**config.mk**
```make
export PLATFORM = sky130hd
export DESIGN_NAME = vga_sync_monitor_flat
export DESIGN_NICKNAME = d
export VERILOG_FILES = /design/src/rtl/vga_timing_pkg.sv /design/src/rtl/vga_sync_monitor_if.sv /design/src/rtl/vga_sync_edge.sv /design/src/rtl/vga_sync_monitor.sv /design/src/flat_wrapper.sv
export SDC_FILE = /design/constraint.sdc
export NUM_CORES = 1
export LEC_CHECK = 0
export ABC_AREA = 0
export CELL_PAD_IN_SITES_DETAIL_PLACEMENT = 1
export CELL_PAD_IN_SITES_GLOBAL_PLACEMENT = 2
export CORE_ASPECT_RATIO = 2
export CORE_MARGIN = 3
export CORE_UTILIZATION = 35
export DETAILED_ROUTE_END_ITERATION = 16
export PLACE_DENSITY = 0.86
export SYNTH_ARGS = -nofsm -noshare
export SYNTH_HDL_FRONTEND = slang
export SYNTH_SLANG_ARGS = --single-unit
```
**constraint.sdc**
```tcl
create_clock -name clk -period 4 [get_ports clk]
set_input_delay 0.6 -clock clk [delete_from_list [all_inputs] [get_ports clk]]
set_output_delay 0.6 -clock clk [all_outputs]
set_load 0.01 [all_outputs]
```
**src/rtl/vga_timing_pkg.sv**
```systemverilog
// rtl/vga_timing_pkg.sv - 640x480@60 timing constants, monitor FSM encoding, window helper
// Shared by the VGA sync driver and the sink-side monitor.
//   VGA_*          : 640x480@60 mode at a 50 MHz clock (clocks per line, lines per frame)
//   ST_*           : monitor FSM state encoding
//   sync_edge_t    : synchronized level plus single-cycle fall/rise pulses
//   in_window()    : half-open range test [lo, lo+len)
package vga_timing_pkg;

  localparam int VGA_H_TOTAL     = 1600;
  localparam int VGA_H_SYNC      = 192;
  localparam int VGA_H_BP        = 96;
  localparam int VGA_H_ACTIVE    = 1280;
  localparam int VGA_V_TOTAL     = 521;
  localparam int VGA_V_SYNC      = 2;
  localparam int VGA_V_BP        = 29;
  localparam int VGA_V_ACTIVE    = 480;
  localparam int VGA_LOCK_FRAMES = 2;

  localparam logic [1:0] ST_SEEK    = 2'd0;
  localparam logic [1:0] ST_MEASURE = 2'd1;
  localparam logic [1:0] ST_LOCKED  = 2'd2;

  typedef struct packed {
    logic level;
    logic fall;
    logic rise;
  } sync_edge_t;

  function automatic logic in_window(input int pos, input int lo, input int len);
    return (pos >= lo) && (pos < lo + len);
  endfunction

endpackage

```
**src/rtl/vga_sync_monitor_if.sv**
```systemverilog
// rtl/vga_sync_monitor_if.sv - VGA sync link (HSYNC, VSYNC, RGB) between driver and monitor
// Signals:
//   VGA_HSYNC : horizontal sync, active-low
//   VGA_VSYNC : vertical sync, active-low
//   RGB       : 1-bit pixel data
// Modports: master = driver end, slave = monitor/sink end.
interface vga_sync_monitor_if;
  logic VGA_HSYNC;
  logic VGA_VSYNC;
  logic RGB;

  modport master (output VGA_HSYNC, VGA_VSYNC, RGB);
  modport slave  (input  VGA_HSYNC, VGA_VSYNC, RGB);
endinterface

```
**src/rtl/vga_sync_edge.sv**
```systemverilog
// rtl/vga_sync_edge.sv - 2-flop synchronizer with fall/rise detection on the 2nd/3rd stage
// Ports:
//   clk      in  system clock
//   reset    in  synchronous, active-high; stages reset to 1 (sync idle high)
//   async_i  in  asynchronous active-low sync input
//   edge_o   out synchronized level (3rd stage) and one-cycle fall/rise pulses
module vga_sync_edge
  import vga_timing_pkg::*;
(
  input  logic       clk,
  input  logic       reset,
  input  logic       async_i,
  output sync_edge_t edge_o
);

  logic [2:0] sync_q;
  logic [2:0] sync_d;

  assign sync_d = {sync_q[1:0], async_i};

  always_ff @(posedge clk) begin
    if (reset) begin
      sync_q <= 3'b111;
    end else begin
      sync_q <= sync_d;
    end
  end

  assign edge_o.level = sync_q[2];
  assign edge_o.fall  = sync_q[2] & ~sync_q[1];
  assign edge_o.rise  = ~sync_q[2] & sync_q[1];

endmodule

```
**src/rtl/vga_sync_monitor.sv**
```systemverilog
// rtl/vga_sync_monitor.sv - VGA sink-side sync checker: position recovery, timing checks, lock
// Ports:
//   clk, reset   : system clock, synchronous active-high reset
//   vga          : VGA link (slave end) - VGA_HSYNC, VGA_VSYNC, RGB
//   HCOUNT       : clocks since last HSYNC fall (saturating)
//   VCOUNT       : lines since last VSYNC fall (saturating)
//   LINE_CLKS    : last measured line length, clocks
//   FRAME_LINES  : last measured frame length, lines
//   ACTIVE       : inside the active window while locked
//   PIX_DATA     : synchronized RGB, forced 0 outside ACTIVE
//   LOCKED       : timing locked
//   TIMING_ERR   : sticky fault flag, cleared only by reset
module vga_sync_monitor
  import vga_timing_pkg::*;
#(
  parameter int H_TOTAL     = VGA_H_TOTAL,
  parameter int H_SYNC      = VGA_H_SYNC,
  parameter int H_BP        = VGA_H_BP,
  parameter int H_ACTIVE    = VGA_H_ACTIVE,
  parameter int V_TOTAL     = VGA_V_TOTAL,
  parameter int V_SYNC      = VGA_V_SYNC,
  parameter int V_BP        = VGA_V_BP,
  parameter int V_ACTIVE    = VGA_V_ACTIVE,
  parameter int LOCK_FRAMES = VGA_LOCK_FRAMES
) (
  input  logic                     clk,
  input  logic                     reset,
  vga_sync_monitor_if.slave        vga,
  output logic [10:0]              HCOUNT,
  output logic [9:0]               VCOUNT,
  output logic [10:0]              LINE_CLKS,
  output logic [9:0]               FRAME_LINES,
  output logic                     ACTIVE,
  output logic                     PIX_DATA,
  output logic                     LOCKED,
  output logic                     TIMING_ERR
);

  sync_edge_t hs;
  sync_edge_t vs;

  vga_sync_edge u_hsync (.clk(clk), .reset(reset), .async_i(vga.VGA_HSYNC), .edge_o(hs));
  vga_sync_edge u_vsync (.clk(clk), .reset(reset), .async_i(vga.VGA_VSYNC), .edge_o(vs));

  // Only the pulses of HSYNC are needed; its level is not.
  logic unused_hs_level;
  assign unused_hs_level = hs.level;

  logic [10:0] hcount_q, hcount_d, line_clks_q, line_clks_d;
  logic [9:0]  vcount_q, vcount_d, frame_lines_q, frame_lines_d;
  logic [11:0] wd_q, wd_d;       // unsaturated line position for the lost-sync watchdog
  logic [2:0]  vsw_q, vsw_d;     // HSYNC falls seen while VSYNC low
  logic [2:0]  rgb_q, rgb_d;     // same depth as the sync path so pixels line up with HCOUNT
  logic [1:0]  state_q, state_d;
  logic [2:0]  good_q, good_d;
  logic        terr_q, terr_d, active_q, active_d, pix_q, pix_d;
  logic [11:0] hcount_inc;
  logic [10:0] vcount_inc;
  logic        line_err, frame_err, any_err;

  assign hcount_inc = {1'b0, hcount_q} + 12'd1;
  assign vcount_inc = {1'b0, vcount_q} + 11'd1;
  assign rgb_d      = {rgb_q[1:0], vga.RGB};

  always_comb begin
    line_err  = (hs.fall && hcount_inc != 12'(H_TOTAL))
             || (hs.rise && hcount_inc != 12'(H_SYNC))
             || (!hs.fall && wd_q == 12'(2 * H_TOTAL - 1));
    frame_err = (vs.fall && vcount_inc != 11'(V_TOTAL))
             || (vs.rise && vsw_q != 3'(V_SYNC));
    any_err   = line_err || frame_err;

    hcount_d      = hcount_q;
    wd_d          = wd_q;
    line_clks_d   = line_clks_q;
    vcount_d      = vcount_q;
    frame_lines_d = frame_lines_q;
    vsw_d         = vsw_q;

    if (hs.fall) begin
      hcount_d    = '0;
      wd_d        = '0;
      line_clks_d = hcount_inc[10:0];
    end else begin
      if (hcount_q != '1) hcount_d = hcount_q + 11'd1;
      if (wd_q != '1)     wd_d     = wd_q + 12'd1;
    end

    // A VSYNC fall always marks a line start, so it counts as the first sync line.
    if (vs.fall) begin
      vcount_d      = '0;
      frame_lines_d = vcount_inc[9:0];
      vsw_d         = 3'd1;
    end else if (hs.fall) begin
      if (vcount_q != '1)              vcount_d = vcount_q + 10'd1;
      if (!vs.level && vsw_q != '1)    vsw_d    = vsw_q + 3'd1;
    end

    active_d = (state_q == ST_LOCKED)
            && in_window(int'(hcount_q), H_SYNC + H_BP, H_ACTIVE)
            && in_window(int'(vcount_q), V_SYNC + V_BP, V_ACTIVE);
    pix_d    = active_d & rgb_q[2];

    state_d = state_q;
    good_d  = good_q;
    terr_d  = terr_q;
    case (state_q)
      ST_SEEK: begin
        // The frame that starts here is only used to find the frame start.
        if (vs.fall) begin
          state_d = ST_MEASURE;
          good_d  = '0;
        end
      end
      ST_MEASURE: begin
        if (any_err) begin
          state_d = ST_SEEK;
          terr_d  = 1'b1;
        end else if (vs.fall) begin
          good_d = good_q + 3'd1;
          if (good_q + 3'd1 == 3'(LOCK_FRAMES)) state_d = ST_LOCKED;
        end
      end
      ST_LOCKED: begin
        if (any_err) begin
          state_d = ST_SEEK;
          terr_d  = 1'b1;
        end
      end
      default: state_d = ST_SEEK;
    endcase
  end

  always_ff @(posedge clk) begin
    if (reset) begin
      hcount_q      <= '0;
      wd_q          <= '0;
      line_clks_q   <= '0;
      vcount_q      <= '0;
      frame_lines_q <= '0;
      vsw_q         <= '0;
      rgb_q         <= '0;
      state_q       <= ST_SEEK;
      good_q        <= '0;
      terr_q        <= 1'b0;
      active_q      <= 1'b0;
      pix_q         <= 1'b0;
    end else begin
      hcount_q      <= hcount_d;
      wd_q          <= wd_d;
      line_clks_q   <= line_clks_d;
      vcount_q      <= vcount_d;
      frame_lines_q <= frame_lines_d;
      vsw_q         <= vsw_d;
      rgb_q         <= rgb_d;
      state_q       <= state_d;
      good_q        <= good_d;
      terr_q        <= terr_d;
      active_q      <= active_d;
      pix_q         <= pix_d;
    end
  end

  assign HCOUNT      = hcount_q;
  assign VCOUNT      = vcount_q;
  assign LINE_CLKS   = line_clks_q;
  assign FRAME_LINES = frame_lines_q;
  assign ACTIVE      = active_q;
  assign PIX_DATA    = pix_q;
  assign LOCKED      = (state_q == ST_LOCKED);
  assign TIMING_ERR  = terr_q;

endmodule
```
**src/flat_wrapper.sv**
```systemverilog
// flat-port wrapper written by rule: the top's interface ports become plain ports
module vga_sync_monitor_flat import vga_timing_pkg::*;
#(
  parameter int H_TOTAL     = VGA_H_TOTAL,
  parameter int H_SYNC      = VGA_H_SYNC,
  parameter int H_BP        = VGA_H_BP,
  parameter int H_ACTIVE    = VGA_H_ACTIVE,
  parameter int V_TOTAL     = VGA_V_TOTAL,
  parameter int V_SYNC      = VGA_V_SYNC,
  parameter int V_BP        = VGA_V_BP,
  parameter int V_ACTIVE    = VGA_V_ACTIVE,
  parameter int LOCK_FRAMES = VGA_LOCK_FRAMES
)
  (clk, reset, HCOUNT, VCOUNT, LINE_CLKS, FRAME_LINES, ACTIVE, PIX_DATA, LOCKED, TIMING_ERR, vga_VGA_HSYNC, vga_VGA_VSYNC, vga_RGB);
  vga_sync_monitor_if vga_i ();
  input  logic clk;
  input  logic reset;
  output logic [10:0] HCOUNT;
  output logic [9:0] VCOUNT;
  output logic [10:0] LINE_CLKS;
  output logic [9:0] FRAME_LINES;
  output logic ACTIVE;
  output logic PIX_DATA;
  output logic LOCKED;
  output logic TIMING_ERR;
  input wire logic [$bits(vga_i.VGA_HSYNC)-1:0] vga_VGA_HSYNC;
  input wire logic [$bits(vga_i.VGA_VSYNC)-1:0] vga_VGA_VSYNC;
  input wire logic [$bits(vga_i.RGB)-1:0] vga_RGB;
  assign vga_i.VGA_HSYNC = vga_VGA_HSYNC;
  assign vga_i.VGA_VSYNC = vga_VGA_VSYNC;
  assign vga_i.RGB = vga_RGB;
  vga_sync_monitor #(.H_TOTAL(H_TOTAL), .H_SYNC(H_SYNC), .H_BP(H_BP), .H_ACTIVE(H_ACTIVE), .V_TOTAL(V_TOTAL), .V_SYNC(V_SYNC), .V_BP(V_BP), .V_ACTIVE(V_ACTIVE), .LOCK_FRAMES(LOCK_FRAMES)) u_core (.clk(clk), .reset(reset), .vga(vga_i), .HCOUNT(HCOUNT), .VCOUNT(VCOUNT), .LINE_CLKS(LINE_CLKS), .FRAME_LINES(FRAME_LINES), .ACTIVE(ACTIVE), .PIX_DATA(PIX_DATA), .LOCKED(LOCKED), .TIMING_ERR(TIMING_ERR));
endmodule
```
# ---- After elaboration in Yosys (flattened, before gate mapping)
# Cells that the tools add are included.
dict set report totals {
  reg_bits 74
  wordCells 95
  output_inout_bits 46
  in_bits 5
}
dict set report op_classes {
  n_reduce_logical 29
  addsub 7
  eq_ne 18
  n_lt_le_gt_ge 4
  muxes 13
  n_bitwise 9
}
# cell count
set op_table {}
lappend op_table {{$add A11 B1 Y12 const B} 1}
lappend op_table {{$add A12 B1 Y12 const B} 1}
lappend op_table {{$eq A12 B12 Y1 const B} 1}
lappend op_table {{$ne A12 B11 Y1 const B} 1}
lappend op_table {{$ne A12 B12 Y1 const B} 1}
lappend op_table {{$ne A12 B8 Y1 const B} 1}
lappend op_table {{$add A10 B1 Y11 const B} 1}
lappend op_table {{$add A11 B1 Y11 const B} 1}
lappend op_table {{$ge A11 B9 Y1 const B} 1}
lappend op_table {{$lt A11 B11 Y1 const B} 1}
lappend op_table {{$ne A11 B10 Y1 const B} 1}
lappend op_table {{$ne A11 B11 Y1 const B} 1}
lappend op_table {{$add A10 B1 Y10 const B} 1}
lappend op_table {{$ge A10 B5 Y1 const B} 1}
lappend op_table {{$logic_and A1 B1 Y1} 10}
lappend op_table {{$lt A10 B9 Y1 const B} 1}
lappend op_table {{$mux W2} 5}
lappend op_table {{$ne A10 B10 Y1 const B} 1}
lappend op_table {{$mux W3} 3}
lappend op_table {{$reduce_and A2 Y1} 4}
lappend op_table {{$reduce_and A4 Y1} 2}
lappend op_table {{$add A3 B1 Y3 const B} 2}
lappend op_table {{$ne A2 B1 Y1 const B} 3}
lappend op_table {{$ne A3 B1 Y1 const B} 2}
lappend op_table {{16 further kinds} 33}

# ---- Depth between registers and ports, before layout
# Gate-level depths: netlist (run 1).
dict set report logic_depth {
  word_depth 8
  mapped_depth 10
  ltp_nobuf 9
}

# ---- Hierarchy
# Synthesis (run 1) repeated with hierarchy kept, for this count alone.
dict set report hier_totals {
  hier_cells 415
  area_unflattened_um2 3555.9
}
# module instances area_per_inst_um2 seq_area_each_um2 cells_per_inst
set modules_own_cells {}
lappend modules_own_cells {vga_sync_monitor 1 3355.7 1361.3 397}
lappend modules_own_cells {vga_sync_edge 2 100.1 60.1 9}

# ---- Least setup slack after synthesis (run 1)
# OpenSTA, ideal clock, no wires.
dict set report synth_timing {
  path_type {register -> register}
  from {register u_core.hcount_q[1] (netlist: u_core.HCOUNT[1])}
  to {register u_core.good_q[1]}
  synth_period_minus_slack_ns 2.612
  stages_incl_launch_ff 11
  setup_ns 0.079
  required_ns 3.921
  path_buffers 2
  arrival_time_ns 2.532
  setup_slack_ns 1.388
  path_cell_list {dfxtp_1 > ha_1 > clkbuf_1 > xnor2_1 > o2111a_1 > and4_1 > nand4b_1 > a311o_1 > buf_6 > or3_1 > a211oi_2}
}
dict set report synth_between {
  elab_chain_len 8
  elab_cells_between_ends 10
  classes_between {1 x add/sub; 3 x eq/ne; 6 x reduce/logical}
}
# element line_no
set synth_lines {}
lappend synth_lines {{start, declared} vga_sync_monitor.sv:49} ;# logic [10:0] hcount_q, hcount_d, line_clks_q, line_clks_d;
lappend synth_lines {{start signal, assigned} vga_sync_monitor.sv:149} ;# hcount_q <= hcount_d;
lappend synth_lines {{$add A11 B1 Y12 *} vga_sync_monitor.sv:61} ;# assign hcount_inc = {1'b0, hcount_q} + 12'd1;
lappend synth_lines {{$ne A12 B11 Y1 / $ne A12 B8 Y1 (equally long branches)} {vga_sync_monitor.sv:66, vga_sync_monitor.sv:67}}
lappend synth_lines {{$logic_and A1 B1 Y1, on equally long branches} {vga_sync_monitor.sv:66, vga_sync_monitor.sv:67}}
lappend synth_lines {{$logic_or A1 B1 Y1 *} vga_sync_monitor.sv:67} ;# || (hs.rise && hcount_inc != 12'(H_SYNC))
lappend synth_lines {{$logic_or A1 B1 Y1 *} vga_sync_monitor.sv:68} ;# || (!hs.fall && wd_q == 12'(2 * H_TOTAL - 1));
lappend synth_lines {{$logic_or A1 B1 Y1 *} vga_sync_monitor.sv:71} ;# any_err = line_err || frame_err;
lappend synth_lines {{$ne A2 B2 Y1 (no source line) *} --}
lappend synth_lines {{$reduce_and A4 Y1 (no source line) *} --}
lappend synth_lines {{end signal, assigned} vga_sync_monitor.sv:157} ;# good_q <= good_d;
lappend synth_lines {{end, declared} vga_sync_monitor.sv:55} ;# logic [2:0] good_q, good_d;
# Every way passes the cells marked *; elsewhere a longest branch is shown, timed or not.
# A chain may end at the register's enable or synchronous reset.

# ---- Worst setup path after layout (run 1)
dict set report layout_timing {
  from {register u_core.hcount_q[0] (netlist: u_core.HCOUNT[0])}
  to {register u_core.state_q[1]}
}
dict set report layout_between {
  elab_chain_len 8
  elab_cells_between_ends 14
  classes_between {1 x add/sub; 5 x eq/ne; 2 x mux; 6 x reduce/logical}
}
# element line_no
set layout_lines {}
lappend layout_lines {{$add A11 B1 Y12 *} vga_sync_monitor.sv:61}
lappend layout_lines {{$ne A12 B11 Y1 / $ne A12 B8 Y1 (equally long branches)} {vga_sync_monitor.sv:66, vga_sync_monitor.sv:67}}
lappend layout_lines {{$logic_and A1 B1 Y1, on equally long branches} {vga_sync_monitor.sv:66, vga_sync_monitor.sv:67}}
lappend layout_lines {{$logic_or A1 B1 Y1 *} vga_sync_monitor.sv:67}
lappend layout_lines {{$logic_or A1 B1 Y1 *} vga_sync_monitor.sv:68}
lappend layout_lines {{$logic_or A1 B1 Y1 *} vga_sync_monitor.sv:71}
lappend layout_lines {{$ne A3 B1 Y1 (no source line), or another cell as far along} --}
lappend layout_lines {{$reduce_and A4 Y1 (no source line) / $pmux W2 S3 (equally long branches)} --}
lappend layout_lines {{end signal, assigned} vga_sync_monitor.sv:156} ;# state_q <= state_d;
lappend layout_lines {{end, declared} vga_sync_monitor.sv:54} ;# logic [1:0] state_q, state_d;
# Marks and branches as above.

==> flow_summary.toml, run 1 <==
[worst_setup_path]
slowest_delay_ps = 510
slowest_stage = "dfxtp_1"
start_kind = "register"
critPathKind = "register to register"
crit_path_cell_trace = "ha_1 > nand3_1 > xor2_1 > and4_1 > nand4b_1 > a311o_1 > a2bb2oi_1 > a2111oi_2"
critPathArrivalTime_ps = 3090
crit_path_end_kind = "register"
worstPathRequired_ps = 4220
path_max_fanout = 11

[yosys]
synthCells = 407
yosys_warnings = 0
synth.yosys.seq_area_share = 0.423
ys_types = 54
netlist_area_mm2 = 0.00350
synth_nets = 426
synth-seq-cells = 74
async_flop_share = 0
synth_edf_count = 0
postSynthAreaPerCell_um2 = 8.60
synth_ff_type = "dfxtp_1"

[clocking]
htreeDepth = 3
post_cts_resized = 0
ctsHoldBuffers = 0
post_cts_buffers = 0
numCtsBuffers = 9
cts_buffer_depth = 2
cts-root-buf = "clkbuf_16"
clk_latency_ps = 330
clkTransAtPathRegs_ps = 60
cts_tree = "done"
cts_sinks = 74

[route]
drtIter0Drc = 189
via_per_inst = 5.21
wl_per_cell_um = 16.9
drt_first_pass_iters = 4
drt_wl_total_mm = 9.86
drc = 0
vias = 3034
antenna_left = 0

[global_routing]
grt_pass1_vias = 3234
grt_max_degree = 29
grtUsageMet1 = 0.182
grt-ovfl-total = 0
grt_pass1_wl_mm = 16.5
use_met2 = 0.363
grtUsageMet3 = 0.0360
groute.usage.overall = 0.186
gr-max-usage-layer = "met2"
antenna_found_initial = 0

[power]
p_per_area_mw_per_mm2 = 365
ir_worst_vdd_mv = 0.188
cellLeakagePower_nw = 1.50
power_mw = 1.58

[sta]
min_period_ps = 2870
skew_ps = 5.14
hold_viol = 0
max_slew_margin = 0.410
timing.fmax_mhz = 348
setup_violations = 0
post-route-period-util = 0.718
fin_setup_tns_ps = 0
finalMaxSlewViolations = 0
worstMarginPinSlew_ps = 883
rsz0062_at_grt = "false"

[outcome]
status = "complete, no violations"

[floorplanning]
start_util = 0.359
row_count = 51
io_pins = 51
die_w_um = 76.7
die_area_mm2 = 0.0113
die_h_um = 147
coreArea_mm2 = 0.00976

[layout]
antenna_cells = 0
layout.nets = 465
syn2layout_area_growth_pct = 23.6
drive_above_1_share = 0.0556

[worst_hold_path]
holdCritPathClass = "register to register"

[place]
finalWeightedCongestion = 0.845
numPortBuffers = 50
dp_hpwl_mm = 7.41

[flow_run]
max_cap_violations = 0
registers in the layout, indices dropped and copies added (netlist names), 3 cells and up:
signal / count
u_core.good_q: 3
u_core.u_vsync.sync_q: 3
u_core.u_hsync.sync_q: 3
u_core.LINE_CLKS: 11
u_core.vsw_q: 3
u_core.FRAME_LINES: 10
u_core.wd_q: 12
u_core.rgb_q: 3
u_core.HCOUNT: 11
u_core.VCOUNT: 10
kinds of logic (layout without fill, tap and decap cells):
kind of cell / after synthesis / after routing / share of synthesized area
AOI/OAI and AO/OA: 74 / 74 / 0.143
buffers and inverters: 41 / 84 / 0.0490
and+or+nand+nor: 164 / 164 / 0.231
adders and majority gates: 14 / 14 / 0.0500
xor gates and xnor gates: 36 / 36 / 0.0922
DFF: 74 / 74 / 0.423
muxes: 4 / 4 / 0.0114
worst max-delay path, delay by kind of cell (launching register included):
kind | cells | cell delay [ps]
AND/OR/NAND/NOR | 3 | 540
flip-flops | 1 | 510
XOR/XNOR | 1 | 240
AO/OA/AOI/OAI | 3 | 1090
adder cells (fa/ha/maj) | 1 | 380
per-layer routing:
layer  vias up  share of wire
met2        64           0.58
met1      1470           0.36
met4         0          0.033
li1       1478              -
met3        22          0.031
met5         -              0
layout by cell type (no fill, tap or decap), types with 5 or more instances in the layout:
cell type        Yosys  layout
nor3_1               9       9
xnor2_1             20      20
o21ai_0             15      15
dfxtp_1             74      74
nor2_1              55      55
nor2b_1              9       9
inv_1               17      17
clkdlybuf4s50_1      0      50
ha_1                14      14
nand2b_1             5       5
or2_2                5       5
xor2_1              15      15
a211oi_1            12      12
nand3_1             19      19
a21oi_1             21      21
nand2_1             32      32
clkbuf_16            0       9
nand4_1              9       9
layout make-up:
cell class / count / area [µm²]
multi-input combinational: 292 / 1850
fill: 1166 / 5440
timing repair buffer: 52 / 515
clock inverter: 4 / 20.0
inverter: 17 / 63.8
sequential: 74 / 1480
tap: 132 / 165
clock buffer: 11 / 233
cells in the mapped netlist (all sizes together) (10+ instances only):
library cell,number,area (µm²)
nand4,10,68.8
nand3,19,95.1
buf,11,58.8
a21oi,21,105
clkbuf,13,48.8
xnor2,20,175
o21ai,16,80.1
nor2,55,206
dfxtp,74,1480
a211oi,13,103
inv,17,63.8
xor2,16,148
nand2,32,120
ha,14,175
worst paths after layout:
| check | depth (start not counted) | from | to | slack (ps) |
|---|---|---|---|---|
| max reg2reg | 8 | u_core.HCOUNT[0] | u_core.state_q[1] | 1130 |
| min | 1 | u_core.u_vsync.sync_q[0] | u_core.u_vsync.sync_q[1] | 410 |
| min reg2reg | 1 | u_core.u_vsync.sync_q[0] | u_core.u_vsync.sync_q[1] | 410 |
| max | 8 | u_core.HCOUNT[0] | u_core.state_q[1] | 1130 |
power by group:
part	switching, mW	total (mW)	internal [mW]
registers	0.0158	0.770	0.754
logic	0.0585	0.103	0.0443
clock network	0.293	0.704	0.412
total	0.367	1.58	1.21
through the flow:
stage / utilization / area, µm² / hold slack (ps) / std cells / setup slack (ps)
6_report: 0.443 / 4330 / 408 / 582 / 1130
5_1_grt: 0.443 / 4330 / 430 / 582 / 864
4_1_cts: 0.443 / 4330 / 412 / 582 / 1150
3_5_place_dp: 0.417 / 4070 / 399 / 567 / 1190
3_3_place_gp: 0.417 / 4070 / 392 / 567 / 1270
2_1_floorplan: - / 3500 / 389 / 407 / 1390
Power figures use the tool's default switching activity.
==> inputs of run 2 (changes only) <==
--- a/config.mk
+++ b/config.mk
@@ -10,9 +10,9 @@
 export CELL_PAD_IN_SITES_GLOBAL_PLACEMENT = 2
 export CORE_ASPECT_RATIO = 2
 export CORE_MARGIN = 3
-export CORE_UTILIZATION = 35
+export CORE_UTILIZATION = 32
 export DETAILED_ROUTE_END_ITERATION = 16
-export PLACE_DENSITY = 0.86
+export PLACE_DENSITY = 0.8
 export SYNTH_ARGS = -nofsm -noshare
 export SYNTH_HDL_FRONTEND = slang
 export SYNTH_SLANG_ARGS = --single-unit
==> constraint.sdc (replaced) <==
create_clock -name clk -period 2.7 [get_ports clk]
set_input_delay 0.405 -clock clk [delete_from_list [all_inputs] [get_ports clk]]
set_output_delay 0.405 -clock clk [all_outputs]
set_load 0.01 [all_outputs]
==> run 2 against run 1 <==
Compared with the run above: register-to-register slack got worse by 960 ps; largest cell class unchanged; clock skew is 4.0 ps higher; critical endpoint is now u_core.good_q[2]; via count is 4.0% higher; global-route usage decreased by 0.71 points; total power rose by 61%; setup slack lost 960 ps.
==> flow_summary.toml, run 2 (synthesized netlist as in run 1, its figures left out) <==
[sta]
rsz0062_at_grt = "false"
min_period_ps = 2540
worstMarginPinSlew_ps = 607
max_slew_margin = 0.592
finalMaxSlewViolations = 0
skew_ps = 9.18
hold_viol = 0
setup_violations = 0
timing.fmax_mhz = 394
post-route-period-util = 0.940
fin_setup_tns_ps = 0

[layout]
n_fill_cell = 1266
utilization = 0.431
layout_common_cells = "dfxtp_1 (69), nor2_1 (55), clkdlybuf4s50_1 (50), nand2_1 (32), buf_4 (26)"
multi_input_area_mm2 = 0.00185
final_common_cell = "dfxtp_1"
regMostFlops = "u_core.wd_q"
final_cell_area_mm2 = 0.00457
largest_reg_flops = 12
regArea_mm2 = 0.00149
antenna_cells = 0
drive_above_1_share = 0.124
layout.nets = 489
syn2layout_area_growth_pct = 30.7

[route]
drt_first_pass_iters = 4
via_per_inst = 5.15
drt_wl_total_mm = 10.4
antenna_left = 0
drc = 0
vias = 3154
wl_per_cell_um = 17.0
drtIter0Drc = 102

[floorplanning]
start_util = 0.330
io_pins = 51
die_area_mm2 = 0.0123
coreArea_mm2 = 0.0106
die_w_um = 80.0
die_h_um = 154
row_count = 53

[clocking]
cts_tree = "done"
clkTransAtPathRegs_ps = 70
cts_buffer_depth = 2
cts-root-buf = "clkbuf_16"
cts_sinks = 74
clk_latency_ps = 340
numCtsBuffers = 9
htreeDepth = 3

[power]
ir_worst_vdd_mv = 0.353
p_per_area_mw_per_mm2 = 555
cellLeakagePower_nw = 1.64

[worst_setup_path]
worstPathRequired_ps = 2980
slowest_stage = "or4b_1"
cp_top_family = "simple AND/OR/NAND/NOR gates"
r2r_cells = 7
critPathKind = "register to register"
timing.critical_path.buf_inv = 0
r2r_setup_slack_ps = 160
crit_path_cell_trace = "nand4_2 > or4b_1 > a32oi_1 > a31oi_1 > a311o_2 > or4_1 > nand3_1"
path_max_fanout = 9
start_kind = "register"
critPathArrivalTime_ps = 2820
crit_path_end_kind = "register"
cp_num_cells = 7
slowest_delay_ps = 550

[global_routing]
grt_pass1_wl_mm = 17.1
grt-ovfl-total = 0
groute.usage.overall = 0.179
grt_max_degree = 24
grt_pass1_vias = 3365
antenna_found_initial = 0

[outcome]
status = "complete, no violations"

[place]
finalWeightedCongestion = 0.800
dp_hpwl_mm = 7.90
placed_cell_area_mm2 = 0.00425
numPortBuffers = 50

[worst_hold_path]
holdCritPathClass = "register to register"
hold_depth = 1

[flow_run]
max_cap_violations = 0
run 2: changes by cell type in the layout (fill, tap and decap cells not counted), sizes merged:
cell,previous run,this run
buf,2,26
bufinv,0,1
clkbuf,11,10
clkinv,4,3
clkinvlp,0,1
inv,17,18
run 2: metrics by stage:
step / instances / total power [mW] / hold WS (ps) / setup slack [ps]
after floorplan: 407 / 1.26 / 389 / 88.2
after global placement: 594 / 1.32 / 398 / 161
after detailed placement: 594 / 1.33 / 400 / 55.9
after CTS: 610 / 2.56 / 415 / 27.3
after global routing: 612 / 2.63 / 440 / 7.65
final: 612 / 2.54 / 412 / 163
run 2: final timing paths:
check	startpoint	endpoint
min	u_core.u_vsync.sync_q[0]	u_core.u_vsync.sync_q[1]
max reg2reg	u_core.HCOUNT[4]	u_core.good_q[2]
max	u_core.HCOUNT[4]	u_core.good_q[2]
min reg2reg	u_core.u_vsync.sync_q[0]	u_core.u_vsync.sync_q[1]
run 2: power by group:
part	switching [mW]	internal, mW	leakage (nW)
registers	0.0211	1.12	0.602
clock network	0.487	0.742	0.149
logic	0.0940	0.0779	0.887
total	0.602	1.94	1.64
run 2: what timing repair did:
| action | 4_1_cts | 5_1_grt |
|---|---|---|
| gates resized for setup | 0 | 7 |
| buffers inserted | 0 | 2 |
| hold endpoints to repair | 0 | 0 |
| hold buffers | 0 | 0 |
| setup endpoints to repair | 0 | 4 |
run 2: area by class of cell:
| class | count | share of cell area |
|---|---|---|
| multi-input combinational | 292 | 0.405 |
| timing repair buffer | 76 | 0.152 |
| clock buffer | 10 | 0.0522 |
| sequential | 74 | 0.325 |
| inverter | 17 | 0.0139 |
| clock inverter | 6 | 0.0142 |
| tap | 137 | 0.0375 |
run 2: layer usage:
layer,share of wire,track usage
met1,0.35,0.166
met2,0.60,0.356
met3,0.027,0.0369
met4,0.024,0.0782
met5,0,0
==> inputs of run 3 (changes only) <==
--- a/config.mk
+++ b/config.mk
@@ -12,6 +12,7 @@
 export CORE_MARGIN = 3
 export CORE_UTILIZATION = 32
 export DETAILED_ROUTE_END_ITERATION = 16
+export GPL_TIMING_DRIVEN = 0
 export PLACE_DENSITY = 0.8
 export SYNTH_ARGS = -nofsm -noshare
 export SYNTH_HDL_FRONTEND = slang
==> run 3 against run 2 <==
Compared with the run above: routed wire length is 3.3% lower; clock skew is 1.4 ps lower; non-clock buffer count is 4 lower; via count is 1.6% lower; register-to-register slack worse by 40 ps; sequential power hardly changed; combinational power hardly changed; global-route usage is 0.62 points lower; setup slack worse by 37 ps.
==> flow_summary.toml, run 3 (synthesized netlist as in run 1, its figures left out) <==
[worst_setup_path]
worst_path_most_repeated_cell = "or3_1"
timing.critical_path.buf_inv = 2
slowest_delay_ps = 380
worstPathRequired_ps = 2960
start_kind = "register"
path_max_fanout = 10
cp-endpoint = "u_core.good_q[1]"
r2r_cells = 9
crit_path_cell_trace = "buf_4 > nand4_1 > or3_1 > o221ai_2 > o2111ai_2 > a311o_1 > buf_6 > or3_1 > a211oi_2"
rr_endpoint = "u_core.good_q[1]"
cp_top_family = "compound AO/OA/AOI/OAI gates"
r2r_start = "u_core.VCOUNT[0]"
r2r_setup_slack_ps = 130
cp_num_cells = 9
cp-startpoint = "u_core.VCOUNT[0]"
critPathKind = "register to register"
crit_path_end_kind = "register"
critPathArrivalTime_ps = 2840
slowest_stage = "or3_1"

[route]
highest_layer = "met4"
wl_met2_mm = 5.86
wl_per_cell_um = 16.6
m1WireLength_mm = 3.63
via_per_inst = 5.11
drt_first_pass_iters = 4
drtIter0Drc = 85
drc = 0
wl_met3_um = 284
drt_wl_total_mm = 10.1
vias = 3104
antenna_left = 0

[layout]
drive_above_1_share = 0.110
final_common_cell = "dfxtp_1"
regMostFlops = "u_core.wd_q"
final_cell_area_mm2 = 0.00460
layout_common_cells = "dfxtp_1 (68), nor2_1 (55), clkdlybuf4s50_1 (49), nand2_1 (32), a21oi_1 (21)"
syn2layout_area_growth_pct = 31.5
layout.nets = 485
antenna_cells = 0
largest_reg_flops = 12

[sta]
fin_setup_tns_ps = 0
max_slew_margin = 0.417
worstMarginPinSlew_ps = 875
hold_viol = 0
setup_ws_ps = 127
finalMaxSlewViolations = 0
skew_ps = 7.74
timing.fmax_mhz = 389
rsz0062_at_grt = "false"
setup_violations = 0
post-route-period-util = 0.953
min_period_ps = 2570

[clocking]
clkTransAtPathRegs_ps = 60
htreeDepth = 3
clk_latency_ps = 340
cts_sinks = 74
cts-root-buf = "clkbuf_16"
cts_tree = "done"
numCtsBuffers = 9
cts_buffer_depth = 2
ctsHoldBuffers = 0

[place]
finalWeightedCongestion = 0.829
numPortBuffers = 49
placed_cell_area_mm2 = 0.00416
place_ws_ps = -342
dp_hpwl_mm = 7.68

[floorplanning]
die_w_um = 80.0
row_count = 53
io_pins = 51
start_util = 0.330
coreArea_mm2 = 0.0106
die_area_mm2 = 0.0123
die_h_um = 154

[worst_hold_path]
holdCritPathClass = "register to register"

[power]
p_clk_frac = 0.514
ir_worst_vdd_mv = 0.342
intPower_mw = 2.10
cellLeakagePower_nw = 1.59
combPwrFrac = 0.064
p_sw_frac = 0.222
p_per_area_mw_per_mm2 = 586
power_frac_seq = 0.423
netSwitchingPower_mw = 0.599

[outcome]
status = "complete, no violations"

[global_routing]
grt_pass1_vias = 3400
grt_pass1_wl_mm = 16.5
antenna_found_initial = 0
groute.usage.overall = 0.173
grt_max_degree = 14
grt-ovfl-total = 0

[flow_run]
max_cap_violations = 0
-- run 3: layout make-up --
class                   count  area (µm²)
fillers                  1291        6010
multi-input cells         292        1920
flip-flops and latches     74        1490
repair buffers             51         505
clock buffers              10         229
well taps                 137         171
clock inverters             6         115
plain buffers              21         106
inverters                  17        63.8
-- run 3: worst min path at each step --
stage,startpoint,cells past startpoint,to,slack [ps]
detailed placement,u_core.u_vsync.sync_q[0],1,u_core.u_vsync.sync_q[1],400
floorplan,u_core.u_hsync.sync_q[0],1,u_core.u_hsync.sync_q[1],390
global route,u_core.u_vsync.sync_q[0],1,u_core.u_vsync.sync_q[1],430
CTS,u_core.u_vsync.sync_q[0],1,u_core.u_vsync.sync_q[1],410
global placement,u_core.u_vsync.sync_q[0],1,u_core.u_vsync.sync_q[1],390
finish,u_core.u_vsync.sync_q[0],1,u_core.u_vsync.sync_q[1],410
-- run 3: routing by layer --
layer / vias to the layer above / global-route usage
met3: 19 / 0.0346
met5: - / 0
met2: 55 / 0.339
met4: 0 / 0.0814
li1: 1521 / -
met1: 1509 / 0.162
-- run 3: power by group through the flow --
| stage | Sequential [mW] | Combinational (mW) | Clock [mW] |
|---|---|---|---|
| final | 1.14 | 0.171 | 1.39 |
| after global routing | 1.14 | 0.190 | 1.47 |
| after CTS | 1.14 | 0.172 | 1.42 |
| after detailed placement | 1.16 | 0.169 | 0 |
| after global placement | 1.16 | 0.164 | 0 |
| after floorplan | 1.16 | 0.0951 | 0 |
-- run 3: worst reg2reg max path, stage by stage, from the launching register on --
cell and delay, ps:
dfxtp_2 360, buf_4 180, nand4_1 140, or3_1 390, o221ai_2 190, o2111ai_2 170, a311o_1 380, buf_6 150
or3_1 330, a211oi_2 210
-- run 3: timing repair --
item | in CTS | in global routing
endpoints found under the hold margin | 0 | 0
pin swaps | 0 | 1
resized for setup | 9 | 15
setup endpoints to repair | 6 | 2
buffers inserted | 0 | 2
-- run 3: stage by stage --
step / hold WS [ps] / power [mW] / std cells / util
after floorplan: 389 / 1.26 / 407 / -
after global placement: 393 / 1.32 / 593 / 0.392
after detailed placement: 397 / 1.33 / 593 / 0.392
after CTS: 412 / 2.73 / 606 / 0.427
after global routing: 435 / 2.80 / 608 / 0.434
final: 409 / 2.70 / 608 / 0.434
